==> config.mk <==
export PLATFORM = sky130hd
export DESIGN_NAME = fp4_accumulator
export DESIGN_NICKNAME = d
export VERILOG_FILES = /design/src/rtl/fp4_accumulator.sv
export SDC_FILE = /design/constraint.sdc
export NUM_CORES = 1
export LEC_CHECK = 0
export CORE_MARGIN = 2
export CORE_UTILIZATION = 55
export CTS_BUF_LIST = sky130_fd_sc_hd__clkbuf_8
export CTS_CLUSTER_DIAMETER = 30
export DETAILED_ROUTE_END_ITERATION = 16
export GPL_TIMING_DRIVEN = 0
export PLACE_DENSITY = 0.79
export RECOVER_POWER = 25
export SETUP_SLACK_MARGIN = 0.05
export SYNTH_ARGS = -nofsm -noshare
export SYNTH_HDL_FRONTEND = slang
export SYNTH_SLANG_ARGS = --single-unit
==> constraint.sdc <==
create_clock -name i_clk -period 6.21 [get_ports i_clk]
set_input_delay 1.863 -clock i_clk [delete_from_list [all_inputs] [get_ports i_clk]]
set_output_delay 1.863 -clock i_clk [all_outputs]
set_load 0.1 [all_outputs]
==> src/rtl/fp4_accumulator.sv <==
// FP4 product accumulator: decodes signed FP4 terms to half-units and sums them
// with saturation, handing each finished sum off through a valid/ready register.
module fp4_accumulator #(
  parameter int ACC_W   = 12,
  parameter int MAX_LEN = 16
) (
  input  logic             i_clk,
  input  logic             i_rst_n,
  input  logic             i_prod_valid,
  input  logic [3:0]       i_prod,
  input  logic             i_last,
  output logic             o_prod_ready,
  input  logic             i_clear,
  output logic [ACC_W-1:0] o_acc,
  output logic             o_acc_valid,
  input  logic             i_acc_ready,
  output logic [7:0]       o_acc_count,
  output logic             o_acc_sat
);

  typedef enum logic {ACCUM, HOLD} state_t;

  localparam logic signed [ACC_W-1:0] SMAX = {1'b0, {(ACC_W-1){1'b1}}};
  localparam logic signed [ACC_W-1:0] SMIN = {1'b1, {(ACC_W-1){1'b0}}};

  state_t                  state_q, state_d;
  logic signed [ACC_W-1:0] sum_q, sum_d;
  logic [7:0]              cnt_q, cnt_d;
  logic                    sat_q, sat_d;
  logic [ACC_W-1:0]        acc_d;
  logic [7:0]              acc_cnt_d;
  logic                    acc_sat_d, acc_vld_d;

  logic [3:0]              mag;
  logic signed [4:0]       mag_s, dec_val;
  logic signed [ACC_W-1:0] base_sum, add_sum;
  logic [7:0]              base_cnt, new_cnt;
  logic                    base_sat, ovf, done;
  logic signed [ACC_W:0]   wide;

  // magnitude in half-units: {exp,man} -> 0,1,2,3,4,6,8,12
  always_comb begin
    mag = 4'd0;
    case (i_prod[2:0])
      3'd0: mag = 4'd0;
      3'd1: mag = 4'd1;
      3'd2: mag = 4'd2;
      3'd3: mag = 4'd3;
      3'd4: mag = 4'd4;
      3'd5: mag = 4'd6;
      3'd6: mag = 4'd8;
      3'd7: mag = 4'd12;
      default: mag = 4'd0;
    endcase
  end

  assign mag_s   = {1'b0, mag};
  assign dec_val = i_prod[3] ? -mag_s : mag_s;

  // a clear alongside an accepted product restarts the sum from that product
  assign base_sum = i_clear ? '0 : sum_q;
  assign base_cnt = i_clear ? 8'd0 : cnt_q;
  assign base_sat = i_clear ? 1'b0 : sat_q;

  assign wide    = {base_sum[ACC_W-1], base_sum} + {{(ACC_W-4){dec_val[4]}}, dec_val};
  assign ovf     = wide[ACC_W] ^ wide[ACC_W-1];
  assign add_sum = ovf ? (wide[ACC_W] ? SMIN : SMAX) : wide[ACC_W-1:0];
  assign new_cnt = base_cnt + 8'd1;
  assign done    = i_last || (new_cnt == 8'(MAX_LEN));

  assign o_prod_ready = (state_q == ACCUM);

  always_comb begin
    state_d   = state_q;
    sum_d     = sum_q;
    cnt_d     = cnt_q;
    sat_d     = sat_q;
    acc_d     = o_acc;
    acc_cnt_d = o_acc_count;
    acc_sat_d = o_acc_sat;
    acc_vld_d = o_acc_valid;
    case (state_q)
      ACCUM: begin
        if (i_prod_valid) begin
          if (done) begin
            acc_d     = add_sum;
            acc_cnt_d = new_cnt;
            acc_sat_d = base_sat | ovf;
            acc_vld_d = 1'b1;
            sum_d     = '0;
            cnt_d     = 8'd0;
            sat_d     = 1'b0;
            state_d   = HOLD;
          end else begin
            sum_d = add_sum;
            cnt_d = new_cnt;
            sat_d = base_sat | ovf;
          end
        end else if (i_clear) begin
          sum_d = '0;
          cnt_d = 8'd0;
          sat_d = 1'b0;
        end
      end
      HOLD: begin
        if (i_acc_ready) begin
          acc_vld_d = 1'b0;
          state_d   = ACCUM;
        end
      end
      default: state_d = ACCUM;
    endcase
  end

  always_ff @(posedge i_clk or negedge i_rst_n) begin
    if (!i_rst_n) begin
      state_q     <= ACCUM;
      sum_q       <= '0;
      cnt_q       <= 8'd0;
      sat_q       <= 1'b0;
      o_acc       <= '0;
      o_acc_count <= 8'd0;
      o_acc_sat   <= 1'b0;
      o_acc_valid <= 1'b0;
    end else begin
      state_q     <= state_d;
      sum_q       <= sum_d;
      cnt_q       <= cnt_d;
      sat_q       <= sat_d;
      o_acc       <= acc_d;
      o_acc_count <= acc_cnt_d;
      o_acc_sat   <= acc_sat_d;
      o_acc_valid <= acc_vld_d;
    end
  end

endmodule

==> impl_metrics.env <==
export IMPL_status="finished, violations left"
export IMPL_violations="capacitance limit, slew limit"
export IMPL_cp_required_ps=6380
export IMPL_grt_pass1_wl_mm=10.9
export IMPL_min_from="sum_q[5]$_DFFE_PN0N_"
export IMPL_holdPathStages=2
export IMPL_synth_warnings=0
export IMPL_antenna_found_initial=0
export IMPL_p_total_mw=1.18
export IMPL_global_route_usage_total_pct=23.3
export IMPL_grt_start_max_net_pins=30
export IMPL_initial_core_util_pct=56.5
export IMPL_htreeDepth=2
export IMPL_portBuffers=32
export IMPL_gp_congestion=0.833
export IMPL_fin_ws_ps=419
export IMPL_numCtsBuffers=5
export IMPL_die_w_um=76.0
export IMPL_syn_nets=341
export IMPL_synthCells=316
export IMPL_synth_seq_cells=44
export IMPL_rrSetupSlack_ps=3240
export IMPL_clock_skew_ps=3.86
export IMPL_synthesis_area_um2=2850
export IMPL_synth_largest_area_cell="dfrtp_1"
export IMPL_clk_path_buf_depth=2
export IMPL_num_io_pins=33
export IMPL_final_area_um2=3350
export IMPL_ys_types=60
export IMPL_min_path_type="reg2reg"
export IMPL_synth_edff_count=0
export IMPL_wire_per_inst_um=14.8
export IMPL_slowest_delay_ps=630
export IMPL_rsz0062_at_grt="false"
export IMPL_slew_headroom_pct=-2.66
export IMPL_ys_flop_type="dfrtp_1"
export IMPL_vias=2403
export IMPL_fill_cells=437
export IMPL_gr_total_overflow=0
export IMPL_clock_latency_ps=290
export IMPL_maxCapViolCount=1
export IMPL_clock_sinks=44
export IMPL_post_cts_buffers=0
export IMPL_ys_seq_area_share_pct=38.7
export IMPL_cts_hold_fix_buffers=0
export IMPL_crit_start="i_prod[2]"
export IMPL_period_minus_slack_ps=5790
export IMPL_crit_type="in2reg"
export IMPL_drive_gt1_share_pct=8.96
export IMPL_hold_viol=0
export IMPL_drt_total_wl_mm=6.33
export IMPL_final_antenna_net_count=0
export IMPL_nets=381
export IMPL_cpMostUsedCell="ha_1"
export IMPL_setup_viol=0
export IMPL_drc=0
export IMPL_syn_to_final_growth_pct=17.5
export IMPL_multi_input_area_um2=1630
export IMPL_root_buffer="clkbuf_8"
export IMPL_r2r_cells=11
export IMPL_final_util_pct=66.4
export IMPL_synth_top_area_share_pct=38.7
export IMPL_post_place_ws_ps=-224
export IMPL_leakagePower_nw=1.51
export IMPL_tritoncts="yes"
export IMPL_dieArea_um2=5770
export IMPL_p_per_area_nw_per_um2=351
export IMPL_fp_coreArea_um2=5040
export IMPL_max_freq_mhz=173
export IMPL_crit_arrival_ps=5960
export IMPL_die_y_um=76.0
export IMPL_ir_drop_uv=380
export IMPL_dpl_hpwl_mm=4.85
export IMPL_worst_pin_slew_ps=1540
export IMPL_drv_slew=30
export IMPL_grt_pass1_vias=2338
export IMPL_r2r_start="sum_q[0]$_DFFE_PN0N_"
export IMPL_cpMaxStageDelayCell="a21boi_1"
export IMPL_diodes=0
export IMPL_async_flop_share_pct=100
export IMPL_synth_area_top_cells="dfrtp_1 (39%), o21ai_0 (6.7%), nand2_1 (6.2%), ha_1 (6.2%), nor2b_1 (4.0%)"
export IMPL_clkTransAtPathRegs_ps=80
export IMPL_post_route_period_util_pct=93.3
export IMPL_drtIter0Drc=133
export IMPL_row_count=26
export IMPL_start_kind="primary input"
export IMPL_cp_max_fo=9
export IMPL_final_seq_area_um2=1100
export IMPL_whs_endpoint="sum_q[5]$_DFFE_PN0N_"
export IMPL_worstReg2RegEnd="sum_q[7]$_DFFE_PN0N_"
export IMPL_postSynthAreaPerCell_um2=9.01
export IMPL_path_cells="clkdlybuf4s50_1 -> nand2_1 -> mux2i_1 -> inv_1 -> ha_1 -> a21boi_1 -> ha_1 -> a21o_1 -> a21oi_1 -> mux2_2 -> nor4_4 -> nand2_2 -> a31oi_1 -> o21ai_0"
export IMPL_cts_resized=0
export IMPL_dpl_cell_area_um2=3270
export IMPL_firstDrtPassIters=4
export IMPL_critPathCaptureType="flip-flop"
export IMPL_routed_via_density=5.63
[cells in the final DEF, fill, tap and decap left out, types with 7 or more instances in the layout]
cell,count
a21oi_1,22
nand2_1,47
dfrtp_1,44
ha_1,14
o21ai_1,7
nor2b_1,18
clkdlybuf4s50_1,31
o21ai_0,38
inv_1,13
o31ai_1,8
nand3_1,7
xnor2_1,11
nor2_1,8
[synthesized netlist by cell type (all sizes together) (5+ instances only)]
| master | instances |
|---|---|
| nand2 | 49 |
| buf | 11 |
| dfrtp | 44 |
| ha | 14 |
| nor2b | 18 |
| nand3 | 7 |
| or3 | 5 |
| o21ai | 46 |
| a21oi | 22 |
| o31ai | 10 |
| a21o | 5 |
| nor2 | 9 |
| xnor2 | 11 |
| inv | 13 |
[worst max-delay path by stage]
stage	end	slack, ps	cells past startpoint
3_5_place_dp	sum_q[7]$_DFFE_PN0N_	-220	14
4_1_cts	sum_q[7]$_DFFE_PN0N_	90	14
2_1_floorplan	o_acc[7]$_DFFE_PN0P_	1100	13
5_1_grt	o_acc[7]$_DFFE_PN0P_	90	14
3_3_place_gp	sum_q[7]$_DFFE_PN0N_	-50	14
6_report	sum_q[7]$_DFFE_PN0N_	420	14
[cell families after synthesis]
logic type | synth area share, %
AOI/OAI and AO/OA | 23.0
xor gates and xnor gates | 4.61
and+or+nand+nor | 20.4
DFF | 38.7
buffers and inverters | 4.22
muxes | 1.85
adders and majority gates | 7.21
[layout make-up]
cell class	count	area share, %
multi-input cells	246	48.6
clock inverters	2	0.299
plain buffers	13	2.13
clock buffers	6	2.47
flip-flops and latches	44	32.9
well taps	70	2.62
inverters	13	1.46
repair buffers	33	9.50
[where the power goes]
| group | total [mW] | internal [mW] | switching, mW |
|---|---|---|---|
| Combinational | 0.611 | 0.162 | 0.450 |
| Sequential | 0.377 | 0.344 | 0.0334 |
| Clock | 0.187 | 0.0889 | 0.0982 |
[metal layers]
metal | vias up | global-route usage, % | part of all wire [%]
met1 | 1151 | 32.5 | 47
met2 | 52 | 38.2 | 47
met4 | 0 | 6.36 | 0.60
met5 | - | 0 | 0
li1 | 1196 | - | -
met3 | 4 | 3.69 | 5.0
[sequential cells by signal, summed over array words and instances, names as in the netlist]
| signal | count |
|---|---|
| o_acc | 12 |
| sat_q | 1 |
| sum_q | 12 |
| o_acc_count | 8 |
| o_acc_sat | 1 |
| cnt_q | 8 |
| o_acc_valid | 1 |
| state_q | 1 |
[per-stage QoR]
stage / hold slack [ps] / setup TNS [ps] / instances
after floorplan: 442 / 0 / 316
after global placement: 456 / -93.8 / 418
after detailed placement: 463 / -2440 / 419
after CTS: 481 / 0 / 427
after global routing: 514 / 0 / 427
final: 477 / 0 / 427
[worst max-delay path: cells and delay by family]
family / cells / cell delay (ps)
mux: 2 / 580
fa+ha+maj: 2 / 640
compound gates: 5 / 1470
simple gates: 3 / 780
buf+inv: 2 / 620
Power figures use the tool's default switching activity.
